**config.mk**
```make
export PLATFORM = sky130hd
export DESIGN_NAME = bus_interconnect
export DESIGN_NICKNAME = d
export VERILOG_FILES = /design/src/rtl/bus_interconnect.sv
export SDC_FILE = /design/constraint.sdc
export NUM_CORES = 1
export LEC_CHECK = 0
export ABC_AREA = 1
export CAP_MARGIN = 25
export CORE_AREA = 2 2 223 225
export CTS_BUF_LIST = sky130_fd_sc_hd__clkbuf_4 sky130_fd_sc_hd__clkbuf_8
export DETAILED_ROUTE_END_ITERATION = 8
export DIE_AREA = 0 0 225 227
export HOLD_SLACK_MARGIN = 0.15
export PLACE_DENSITY_LB_ADDON = 0.15
export SLEW_MARGIN = 0
export SYNTH_ARGS = -nofsm -noshare
export SYNTH_HDL_FRONTEND = slang
export SYNTH_SLANG_ARGS = --single-unit
```
**constraint.sdc**
```tcl
create_clock -name clk -period 3.8 [get_ports clk]
set_input_delay 1.14 -clock clk [delete_from_list [all_inputs] [get_ports clk]]
set_output_delay 1.14 -clock clk [all_outputs]
set_load 0.03 [all_outputs]
```
**src/rtl/bus_interconnect.sv**
```systemverilog
// Single-outstanding N-master / N-slave interconnect: round-robin grant, base/mask
// address decode, multi-cycle slave waits, watchdog timeout and registered decode errors.
module bus_interconnect #(
  parameter int XLEN      = 32,
  parameter int N_MASTERS = 2,
  parameter int N_SLAVES  = 3,
  parameter logic [N_SLAVES*XLEN-1:0] SLV_BASE = {32'h8000_0000, 32'h1000_0000, 32'h0200_0000},
  parameter logic [N_SLAVES*XLEN-1:0] SLV_MASK = {32'hF000_0000, 32'hFFFF_F000, 32'hFFFF_0000},
  parameter int TIMEOUT   = 16
) (
  input  logic                    clk,
  input  logic                    reset,
  input  logic [N_MASTERS-1:0]    m_valid,
  input  logic [N_MASTERS*XLEN-1:0] m_addr,
  input  logic [N_MASTERS*64-1:0] m_wdata,
  input  logic [N_MASTERS-1:0]    m_we,
  input  logic [N_MASTERS*3-1:0]  m_size,
  output logic [N_MASTERS-1:0]    m_ready,
  output logic [N_MASTERS-1:0]    m_error,
  output logic [63:0]             m_rdata,
  output logic [N_SLAVES-1:0]     s_valid,
  output logic [XLEN-1:0]         s_addr,
  output logic [63:0]             s_wdata,
  output logic                    s_we,
  output logic [2:0]              s_size,
  input  logic [N_SLAVES-1:0]     s_ready,
  input  logic [N_SLAVES*64-1:0]  s_rdata,
  output logic [1:0]              state_dbg
);

  // Handshake: a master holds m_valid (and its fields) until it sees m_ready; m_ready
  // is a one-cycle pulse, qualified by m_error. A slave sees s_valid held until s_ready.

  localparam int MW = (N_MASTERS > 1) ? $clog2(N_MASTERS) : 1;
  localparam int SW = (N_SLAVES > 1) ? $clog2(N_SLAVES) : 1;
  localparam int TW = (TIMEOUT > 0) ? $clog2(TIMEOUT + 1) : 1;

  localparam logic [1:0] IDLE = 2'd0;
  localparam logic [1:0] BUSY = 2'd1;
  localparam logic [1:0] ERR  = 2'd2;

  logic [1:0]      state;
  logic [MW-1:0]   last_grant;
  logic [MW-1:0]   grant;
  logic [SW-1:0]   sel;
  logic [TW-1:0]   tcnt;
  logic [XLEN-1:0] addr_q;
  logic [63:0]     wdata_q;
  logic            we_q;
  logic [2:0]      size_q;

  logic            arb_found;
  logic [MW-1:0]   arb_idx;
  logic [XLEN-1:0] req_addr;
  logic            dec_hit;
  logic [SW-1:0]   dec_sel;

  // Search starts just after last_grant so the previous owner is considered last.
  always_comb begin
    arb_found = 1'b0;
    arb_idx   = '0;
    for (int i = 1; i <= N_MASTERS; i++) begin
      if (!arb_found && m_valid[(int'(last_grant) + i) % N_MASTERS]) begin
        arb_found = 1'b1;
        arb_idx   = MW'((int'(last_grant) + i) % N_MASTERS);
      end
    end
  end

  assign req_addr = m_addr[arb_idx*XLEN +: XLEN];

  // Scan from the top so the lowest-index matching window overrides on overlap.
  always_comb begin
    dec_hit = 1'b0;
    dec_sel = '0;
    for (int i = N_SLAVES - 1; i >= 0; i--) begin
      if ((req_addr & SLV_MASK[i*XLEN +: XLEN]) == SLV_BASE[i*XLEN +: XLEN]) begin
        dec_hit = 1'b1;
        dec_sel = SW'(i);
      end
    end
  end

  always_ff @(posedge clk) begin
    if (reset) begin
      state      <= IDLE;
      last_grant <= MW'(N_MASTERS - 1);
      grant      <= '0;
      sel        <= '0;
      tcnt       <= '0;
      addr_q     <= '0;
      wdata_q    <= '0;
      we_q       <= 1'b0;
      size_q     <= '0;
    end else begin
      case (state)
        IDLE: begin
          if (arb_found) begin
            grant   <= arb_idx;
            addr_q  <= req_addr;
            wdata_q <= m_wdata[arb_idx*64 +: 64];
            we_q    <= m_we[arb_idx];
            size_q  <= m_size[arb_idx*3 +: 3];
            tcnt    <= '0;
            if (dec_hit) begin
              sel   <= dec_sel;
              state <= BUSY;
            end else begin
              state <= ERR;
            end
          end
        end
        BUSY: begin
          if (s_ready[sel]) begin
            state      <= IDLE;
            last_grant <= grant;
          end else begin
            if (tcnt != '1) tcnt <= tcnt + TW'(1);
            if (TIMEOUT != 0 && tcnt == TW'(TIMEOUT - 1)) state <= ERR;
          end
        end
        ERR: begin
          state      <= IDLE;
          last_grant <= grant;
        end
        default: state <= IDLE;
      endcase
    end
  end

  // Completion is combinational on s_ready so a zero-wait slave finishes in one BUSY cycle.
  always_comb begin
    s_valid = '0;
    m_ready = '0;
    m_error = '0;
    m_rdata = '0;
    if (state == BUSY) begin
      s_valid[sel] = 1'b1;
      if (s_ready[sel]) begin
        m_ready[grant] = 1'b1;
        m_rdata        = s_rdata[sel*64 +: 64];
      end
    end else if (state == ERR) begin
      m_ready[grant] = 1'b1;
      m_error[grant] = 1'b1;
    end
  end

  assign s_addr    = addr_q;
  assign s_wdata   = wdata_q;
  assign s_we      = we_q;
  assign s_size    = size_q;
  assign state_dbg = state;

endmodule

```
Yosys cells after proc, flatten, opt, wreduce, memory -nomap -nowiden
Index checks and enable logic that the tools add are counted.
- $add $sub $neg: 3
- multipliers: 1
- order comparisons: 7
- equal/unequal tests: 12
- shift operators: 4
- multiplexer cells: 42
- bitwise gates (word level): 2
- reductions and logical operators: 12
- operators by type and width (kind ; number):
    $shiftx A192 B9 Y64 ; 1
    $mux W64 ; 2
    $shiftx A128 B8 Y64 ; 1
    $shiftx A64 B7 Y32 ; 1
    $mux W2 ; 11
    $eq A20 B17 Y1 const B ; 1
    $mux W1 ; 19
    $eq A16 B10 Y1 const B ; 1
    $mux W5 ; 3
    $pmux W5 S2 ; 1
    $lt A2 B3 Y1 const B ; 3
    $ne A2 B2 Y1 const B ; 4
    $reduce_and A2 Y1 ; 3
    $shiftx A6 B4 Y3 ; 1
    $add A5 B1 Y5 const B ; 1
    $eq A5 B4 Y1 const B ; 1
    $ne A5 B5 Y1 const B ; 1
    $eq A4 B4 Y1 const B ; 1
    $lt A1 B2 Y1 const B ; 2
    $pmux W2 S2 ; 1
    $reduce_and A4 Y1 ; 1
    $reduce_bool A2 Y1 ; 2
    $logic_and A1 B1 Y1 ; 3
    $mul A1 B2 Y3 const B ; 1
    other kinds (15) ; 17
- register bits after elaboration: 111
- output and inout bits: 173

Logic depth before layout (Yosys ltp)
Gate-level depths: netlist (run 1).
- depth after elaboration: 17
- mapped depth: 15
- mapped depth without buffers: 14

Worst setup path before layout (run 1)
OpenSTA, ideal clock, no wires.
- path type: input to output
- from: input port s_ready[0]
- to: output port m_rdata[10]
- arrival: 2.238 ns
- required time: 2.660 ns
- slack: 0.422 ns
- stages on the path: 6
- path through: a22oi_1 -> nand2_1 -> nand2_1 -> buf_2 -> buf_1 -> a31oi_1
- longest elaborated chain between the ends: 4
- RTL lines (element ; line ; source):
    from (decl) ; 26 ; input logic [N_SLAVES-1:0] s_ready,
    $bmux W1 S2 ; 139 ; if (s_ready[sel]) begin
    $mux W1 (implied by the code) ; 139 ;
    $mux W64 ; 139 ;
    $mux W64 ; 137 ; if (state == BUSY) begin
    to (decl) ; 20 ; output logic [63:0] m_rdata,
Every way passes these cells. The select of a mux whose other input is x is not followed.

Final worst setup path (run 1)
Ends and elaborated chain as after synthesis.

==> metrics.md, run 1 <==
| Metric | Value |
|---|---|
| Hold Crit Class | `reg2reg` |
| Gp weighted congestion | `0.9097` |
| Top-area cell type share of the netlist area | `0.3508` |
| Metal-1 WL | `13860 um` |
| Vias | `8849` |
| Vias in the first global route | `8714` |
| Layout cell share with drive strength beyond 1 | `0.09192` |
| Crit Reg-Reg Endpoint | `s_wdata[25]$_SDFFE_PP0P_` |
| CTS tree | `yes` |
| Rel. slew slack | `0.4166` |
| Final #Nets | `1931` |
| RSZ-0062 raised after global routing | `no` |
| Post-synthesis register bit count | `111` |
| Peak supply drop | `178.2 uV` |
| Hold path depth | `1` |
| Via density | `4.095` |
| ANT nets after route | `0` |
| Post-synthesis cell area | `6334 sq um` |
| CP Launch Type | `input port` |
| Final HPWL DP | `29840 um` |
| Highest-delay cell along the critical path | `clkdlybuf4s50_1` |
| Routed WL | `37490 um` |
| Syn_area_per_cell | `6.327 sq um` |
| Register area | `2222 sq um` |
| Max Cap Viol | `0` |
| Die area | `51080 sq um` |
| Dpl ws | `-0.1463 ns` |
| Final WS setup | `0.08203 ns` |
| Remaining global-route overflow | `0` |
| Status | `finished, final reports clean` |
| Number of enable flip-flop cells after synthesis | `0` |
| Post-synth net total | `1403` |
| CTS root buf | `clkbuf_8` |
| Ys flop type | `dfxtp_1` |
| Worst path arrival time | `2.58 ns` |
| First-pass GRT wire length | `52960 um` |
| Reg2reg path depth | `5` |
| Clk buf depth | `2` |
| Port bufs | `571` |
| CTS Hold Bufs | `0` |
| Core region area | `48550 sq um` |
| Area leader, netlist | `dfxtp_1` |
| Multi-input logic area | `3706 sq um` |
| Setup crit end kind | `output pin` |
| Hold Vio Cnt, Final | `0` |
| Mapped Cells | `1001` |
| DRC viols | `0` |
| Final hold slack | `0.4696 ns` |
| CP cell instances | `clkdlybuf4s50_1 > a22oi_2 > nand2_4 > nand2_4 > buf_12 > buf_12 > a31oi_2 > buf_4` |
| Initial antenna violation count | `4` |
| 1st-pass router iterations | `6` |
| Top layer used by detailed routing | `met4` |
| Clk sink count | `111` |
| Crit Path Category | `in2out` |
| Static Leak | `5.046 nW` |
| Post-synth ARST share | `0` |
| Synthesis-to-finish area growth | `104.8%` |
| DIE HEIGHT | `227 um` |
| Fin crit period | `3.718 ns` |
| Site Rows | `81` |
| Tcrit/Tclk final | `0.9784` |
| Reg clk slew, reported paths | `0.10 ns` |
| Ports | `572` |
| Min-delay src | `tcnt[2]$_SDFFE_PP0P_` |
| DR WL met3 | `4117 um` |
| TritonCTS Buffers | `9` |
| Worst Max-Slew Pin Slew | `0.8751 ns` |
| Largest cells by area after synthesis | `dfxtp_1 (35%), nand2_1 (25%), a31oi_1 (14%), o21ai_0 (7.2%), clkbuf_1 (3.1%)` |
| Fillers | `5362` |
| Final Max Tran Viols | `0` |
| GRT Util Overall | `0.1368` |
| Largest net degree at the start of global routing | `76` |
| Leading cell types by count after synthesis | `nand2_1 (421), a31oi_1 (146), dfxtp_1 (111)` |
| Most numerous cell in the Yosys netlist | `nand2_1` |
| Met2 WL | `18720 um` |
| Initial Utilization | `0.1305` |
| Setup violators final | `0` |
| Syn. warnings | `0` |
| CP required | `2.66 ns` |
| Die width | `225 um` |
| Max Clk Rate | `0.2690 GHz` |
| Worst-path maximum fanout | `21` |
| Wire per inst | `17.35 um` |
| P per Cell Area | `309.3 nW/um^2` |
| Synth cell types | `30` |
| Hold endpoint | `tcnt[2]$_SDFFE_PP0P_` |
| CP max stage delay | `0.47 ns` |
| R2R Setup Slk | `1.71 ns` |
| H-tree depth | `3` |
| Initial DRC count | `279` |
| Clock Latency Late Sink | `0.44 ns` |
| Seq/Total Area, Yosys | `0.3508` |
| Clk_skew | `0.02595 ns` |
| RR Startpoint | `last_grant$_SDFFE_PP1P_` |
-- how the worst max path moves through the flow --
stage	slack, ns	to	cells past startpoint	start
2_1_floorplan	0.42	m_rdata[10]	6	s_ready[0]
3_3_place_gp	-0.1	m_rdata[41]	8	s_ready[0]
3_5_place_dp	-0.15	m_rdata[10]	8	s_ready[0]
4_1_cts	0.001	m_rdata[61]	8	s_ready[0]
5_1_grt	0.005	m_rdata[8]	8	s_ready[2]
6_report	0.08	m_rdata[10]	8	s_ready[0]
-- flip-flops by register name (all words and copies together), names as in the netlist --
name,cells
s_wdata,64
s_size,3
s_addr,32
tcnt,5
last_grant,1
sel,2
state_dbg,2
grant,1
s_we,1
-- report_power, final --
part	switching, mW	internal (mW)	leakage, nW
clock	0.512	0.332	0.111
combinational	0.916	0.830	4.01
sequential	0.0905	1.33	0.921
-- metal layers --
| layer | vias to the layer above | global-route usage |
|---|---|---|
| met5 | - | 0 |
| met4 | 0 | 0.04294 |
| met3 | 32 | 0.06169 |
| met2 | 408 | 0.2525 |
| met1 | 3966 | 0.1372 |
| li1 | 4443 | - |
-- worst max-delay path: cells and delay by family --
kind,cells,cell delay (ns)
compound gates,2,0.25
buf+inv,4,0.98
simple gates,2,0.19
-- layout by cell type (no fill, tap or decap), types with 2 or more instances in the layout --
cell | synthesis | final
buf_12 | 0 | 10
nand3_1 | 10 | 10
nor3_1 | 5 | 5
nand2_1 | 421 | 419
buf_6 | 4 | 3
inv_8 | 0 | 3
inv_6 | 0 | 2
clkdlybuf4s50_1 | 0 | 505
nor2_4 | 0 | 2
buf_4 | 4 | 82
o21ai_0 | 91 | 91
nand3b_1 | 12 | 12
nand2_2 | 6 | 6
nor2_1 | 45 | 43
ha_1 | 3 | 3
a211oi_1 | 15 | 15
a31oi_1 | 146 | 135
diode_2 | 0 | 5
dfxtp_1 | 111 | 111
nand2_4 | 2 | 4
a31oi_2 | 0 | 11
inv_2 | 2 | 3
inv_1 | 34 | 32
clkbuf_8 | 0 | 9
a21oi_1 | 5 | 5
-- cell type report --
type,count,area share
sequential,111,0.1713
timing repair buffer,600,0.4551
antenna,5,0.0009644
multi-input combinational,771,0.2857
clock inverter,6,0.006269
tap,622,0.05999
clock buffer,10,0.01013
inverter,36,0.01061
-- metrics by stage --
stage / power (mW) / TNS (ns) / area, sq um / std cells / util
final: 4.013 / 0 / 12970 / 2161 / 0.2672
after global routing: 4.259 / 0 / 12960 / 2156 / 0.2670
after floorplan: 2.240 / 0 / 6334 / 1001 / -
after global placement: 3.218 / -4.799 / 12640 / 2139 / 0.2604
after detailed placement: 3.213 / -5.299 / 12640 / 2139 / 0.2604
after CTS: 4.098 / 0 / 12880 / 2156 / 0.2653
-- cells by family after synthesis --
logic type,synth area share
flops,0.3508
simple gates,0.3159
compound gates,0.2469
buf+inv,0.08040
fa+ha+maj,0.005927
-- repair_timing --
| action | CTS | global route |
|---|---|---|
| setup endpoints to repair | 64 | 57 |
| gates resized for setup | 3 | 15 |
| buffers inserted | 1 | 0 |
| gates cloned | 0 | 0 |
| pin swaps | 1 | 1 |
(Power assumes the default switching activity.)
==> run 2, diff against run 1 <==
--- a/config.mk
+++ b/config.mk
@@ -7,12 +7,12 @@
 export LEC_CHECK = 0
 export ABC_AREA = 1
 export CAP_MARGIN = 25
-export CORE_AREA = 2 2 223 225
+export CORE_AREA = 4 4 219 221
 export CTS_BUF_LIST = sky130_fd_sc_hd__clkbuf_4 sky130_fd_sc_hd__clkbuf_8
 export DETAILED_ROUTE_END_ITERATION = 8
-export DIE_AREA = 0 0 225 227
+export DIE_AREA = 0 0 223 225
 export HOLD_SLACK_MARGIN = 0.15
-export PLACE_DENSITY_LB_ADDON = 0.15
+export PLACE_DENSITY = 0.42
 export SLEW_MARGIN = 0
 export SYNTH_ARGS = -nofsm -noshare
 export SYNTH_HDL_FRONTEND = slang
==> metrics.md, run 2 (synthesis results as in run 1) <==
| Metric | Value |
|---|---|
| Status | `finished, final reports clean (unchanged)` |
| DRC viols | `0 (unchanged)` |
| Initial antenna violation count | `5 (was 4)` |
| Clk_skew | `0.02883 ns (was 0.02595 ns)` |
| Site Rows | `79 (was 81)` |
| Initial DRC count | `342 (was 279)` |
| Worst Max-Slew Pin Slew | `0.4995 ns (was 0.8751 ns)` |
| CP required | `2.66 ns (about the same)` |
| Remaining global-route overflow | `0 (unchanged)` |
| Hold Vio Cnt, Final | `0 (unchanged)` |
| Setup crit end kind | `output pin (unchanged)` |
| R2R Setup Slk | `1.68 ns (was 1.71 ns)` |
| Final #Nets | `1932 (was 1931)` |
| Vias | `8902 (was 8849)` |
| Commonest non-fill, non-tap cell in the layout | `clkdlybuf4s50_1 (unchanged)` |
| Clk buf depth | `2 (unchanged)` |
| Setup violators final | `0 (unchanged)` |
| GRT Util Overall | `0.1535 (was 0.1368)` |
| CP max stage delay | `0.46 ns (was 0.47 ns)` |
| Via density | `4.144 (was 4.095)` |
| Largest net degree at the start of global routing | `91 (was 76)` |
| Die width | `223 um (was 225 um)` |
| Reg clk slew, reported paths | `0.13 ns (was 0.10 ns)` |
| CTS root buf | `clkbuf_8 (unchanged)` |
| Layout cell share with drive strength beyond 1 | `0.08925 (was 0.09192)` |
| Max Cap Viol | `0 (unchanged)` |
| Highest-count cells in the layout ignoring fill and taps | `clkdlybuf4s50_1 (505), nand2_1 (419), a31oi_1 (139) (was clkdlybuf4s50_1 (505), nand2_1 (419), a31oi_1 (135))` |
| Max Clk Rate | `0.2642 GHz (was 0.2690 GHz)` |
| Setup crit start | `s_ready[0] (unchanged)` |
| Wire per inst | `18.82 um (was 17.35 um)` |
| Routed WL | `40440 um (was 37490 um)` |
| Crit Reg-Reg Endpoint | `state_dbg[1]$_SDFFE_PP0P_ (was s_wdata[25]$_SDFFE_PP0P_)` |
| TritonCTS Buffers | `9 (unchanged)` |
| P per Cell Area | `303.3 nW/um^2 (was 309.3 nW/um^2)` |
| Initial Utilization | `0.1372 (was 0.1305)` |
| CP cell instances | `clkdlybuf4s50_1 > a22oi_1 > nand2_2 > nand2_4 > buf_12 > buf_12 > a31oi_1 > buf_4 (was clkdlybuf4s50_1 > a22oi_2 > nand2_4 > nand2_4 > buf_12 > buf_12 > a31oi_2 > buf_4)` |
| RSZ-0062 raised after global routing | `yes (was no)` |
| Overall Power | `3.975 mW (was 4.013 mW)` |
| Max FFs per register | `64 (unchanged)` |
| Synthesis-to-finish area growth | `106.9% (was 104.8%)` |
| RR Startpoint | `last_grant$_SDFFE_PP1P_ (unchanged)` |
| Rel. slew slack | `0.6670 (was 0.4166)` |
| Fin crit period | `3.786 ns (was 3.718 ns)` |
| Static Leak | `5.088 nW (was 5.046 nW)` |
| Die area | `50180 sq um (was 51080 sq um)` |
| ANT nets after route | `0 (unchanged)` |
| Worst path arrival time | `2.65 ns (was 2.58 ns)` |
| Peak supply drop | `191.8 uV (was 178.2 uV)` |
| Vias in the first global route | `9127 (was 8714)` |
| Gp weighted congestion | `0.9377 (was 0.9097)` |
| Hold Crit Class | `reg2reg (unchanged)` |
| Crit path depth | `8 (unchanged)` |
| Fillers | `5039 (was 5362)` |
| H-tree depth | `3 (unchanged)` |
| Critical path endpoint | `m_rdata[3] (was m_rdata[10])` |
| Port bufs | `571 (unchanged)` |
| Worst-path maximum fanout | `16 (was 21)` |
| Tcrit/Tclk final | `0.9962 (was 0.9784)` |
| Crit Path Category | `in2out (unchanged)` |
| Clock Latency Late Sink | `0.46 ns (was 0.44 ns)` |
| Setup Fix Bufs, Post-CTS | `0 (was 1)` |
| First-pass GRT wire length | `58890 um (was 52960 um)` |
| Clk sink count | `111 (unchanged)` |
| DIE HEIGHT | `225 um (was 227 um)` |
| CP Launch Type | `input port (unchanged)` |
| CTS Hold Bufs | `0 (unchanged)` |
| 1st-pass router iterations | `5 (was 6)` |
| Most frequent cell on the critical path | `buf_12` |
| Final setup TNS | `0 ns (unchanged)` |
| Reg2reg path depth | `12 (was 5)` |
| Core region area | `46160 sq um (was 48550 sq um)` |
| Final Max Tran Viols | `0 (unchanged)` |
| CP delay by family, top | `buffers and inverters (unchanged)` |
| CTS tree | `yes (unchanged)` |
| Highest-delay cell along the critical path | `clkdlybuf4s50_1 (unchanged)` |
| Final HPWL DP | `32490 um (was 29840 um)` |
| Ports | `572 (unchanged)` |
| Bufs and invs on worst path | `4 (unchanged)` |
[run 2: changes by cell type in the layout (fill, tap and decap cells not counted), sizes merged]
cell | previous run | this run
clkinvlp | 0 | 1
inv | 41 | 38
clkinv | 0 | 4
bufinv | 1 | 0
diode | 5 | 6
[run 2: repair_timing]
item,CTS,global route
gates resized for setup,2,9
endpoints found under the setup margin,26,24
pin swaps,0,1
gates cloned,0,1
hold endpoints to repair,0,0
[run 2: worst min-delay path by stage]
| stage | depth (start not counted) | endpoint | slack (ns) | from |
|---|---|---|---|---|
| 2_1_floorplan | 1 | tcnt[2]$_SDFFE_PP0P_ | 0.44 | tcnt[2]$_SDFFE_PP0P_ |
| 3_3_place_gp | 1 | tcnt[2]$_SDFFE_PP0P_ | 0.45 | tcnt[2]$_SDFFE_PP0P_ |
| 3_5_place_dp | 1 | tcnt[2]$_SDFFE_PP0P_ | 0.46 | tcnt[2]$_SDFFE_PP0P_ |
| 4_1_cts | 1 | tcnt[2]$_SDFFE_PP0P_ | 0.48 | tcnt[2]$_SDFFE_PP0P_ |
| 5_1_grt | 1 | tcnt[2]$_SDFFE_PP0P_ | 0.50 | tcnt[2]$_SDFFE_PP0P_ |
| 6_report | 1 | tcnt[2]$_SDFFE_PP0P_ | 0.48 | tcnt[2]$_SDFFE_PP0P_ |
[run 2: power breakdown]
group / total [mW] / switching [mW] / leakage (nW) / internal, mW
Sequential: 1.43 / 0.0948 / 0.921 / 1.33
Combinational: 1.77 / 0.926 / 4.07 / 0.847
Clock: 0.774 / 0.520 / 0.0971 / 0.254
Total: 3.98 / 1.54 / 5.09 / 2.43
[run 2: per-layer routing]
metal	vias to the layer above	wire, um	global-route usage
li1	4436	-	-
met1	4015	15080	0.1649
met2	408	20490	0.2739
met3	43	3868	0.06031
met4	0	996	0.05627
met5	-	0	0
[run 2: final cells by class]
type / count / area [sq um] / share of cell area
Timing Repair Buffer: 601 / 6097 / 0.4652
Multi-Input combinational cell: 771 / 3680 / 0.2808
Sequential cell: 111 / 2222 / 0.1696
Tap cell: 607 / 759.5 / 0.05795
Inverter: 36 / 137.6 / 0.01050
Clock buffer: 9 / 123.9 / 0.009452
Clock inverter: 7 / 70.07 / 0.005347
Antenna cell: 6 / 15.01 / 0.001146
[run 2: per-stage QoR]
stage / hold slack [ns] / util / area (sq um) / cells / setup slack, ns
floorplan: 0.4352 / - / 6334 / 1001 / 0.4220
global placement: 0.4543 / 0.2775 / 12810 / 2125 / -0.01199
detailed placement: 0.4588 / 0.2775 / 12810 / 2125 / -0.07131
CTS: 0.4787 / 0.2818 / 13010 / 2141 / -0.0009071
global route: 0.5019 / 0.2839 / 13110 / 2148 / -0.03717
finish: 0.4838 / 0.2839 / 13110 / 2148 / 0.01446
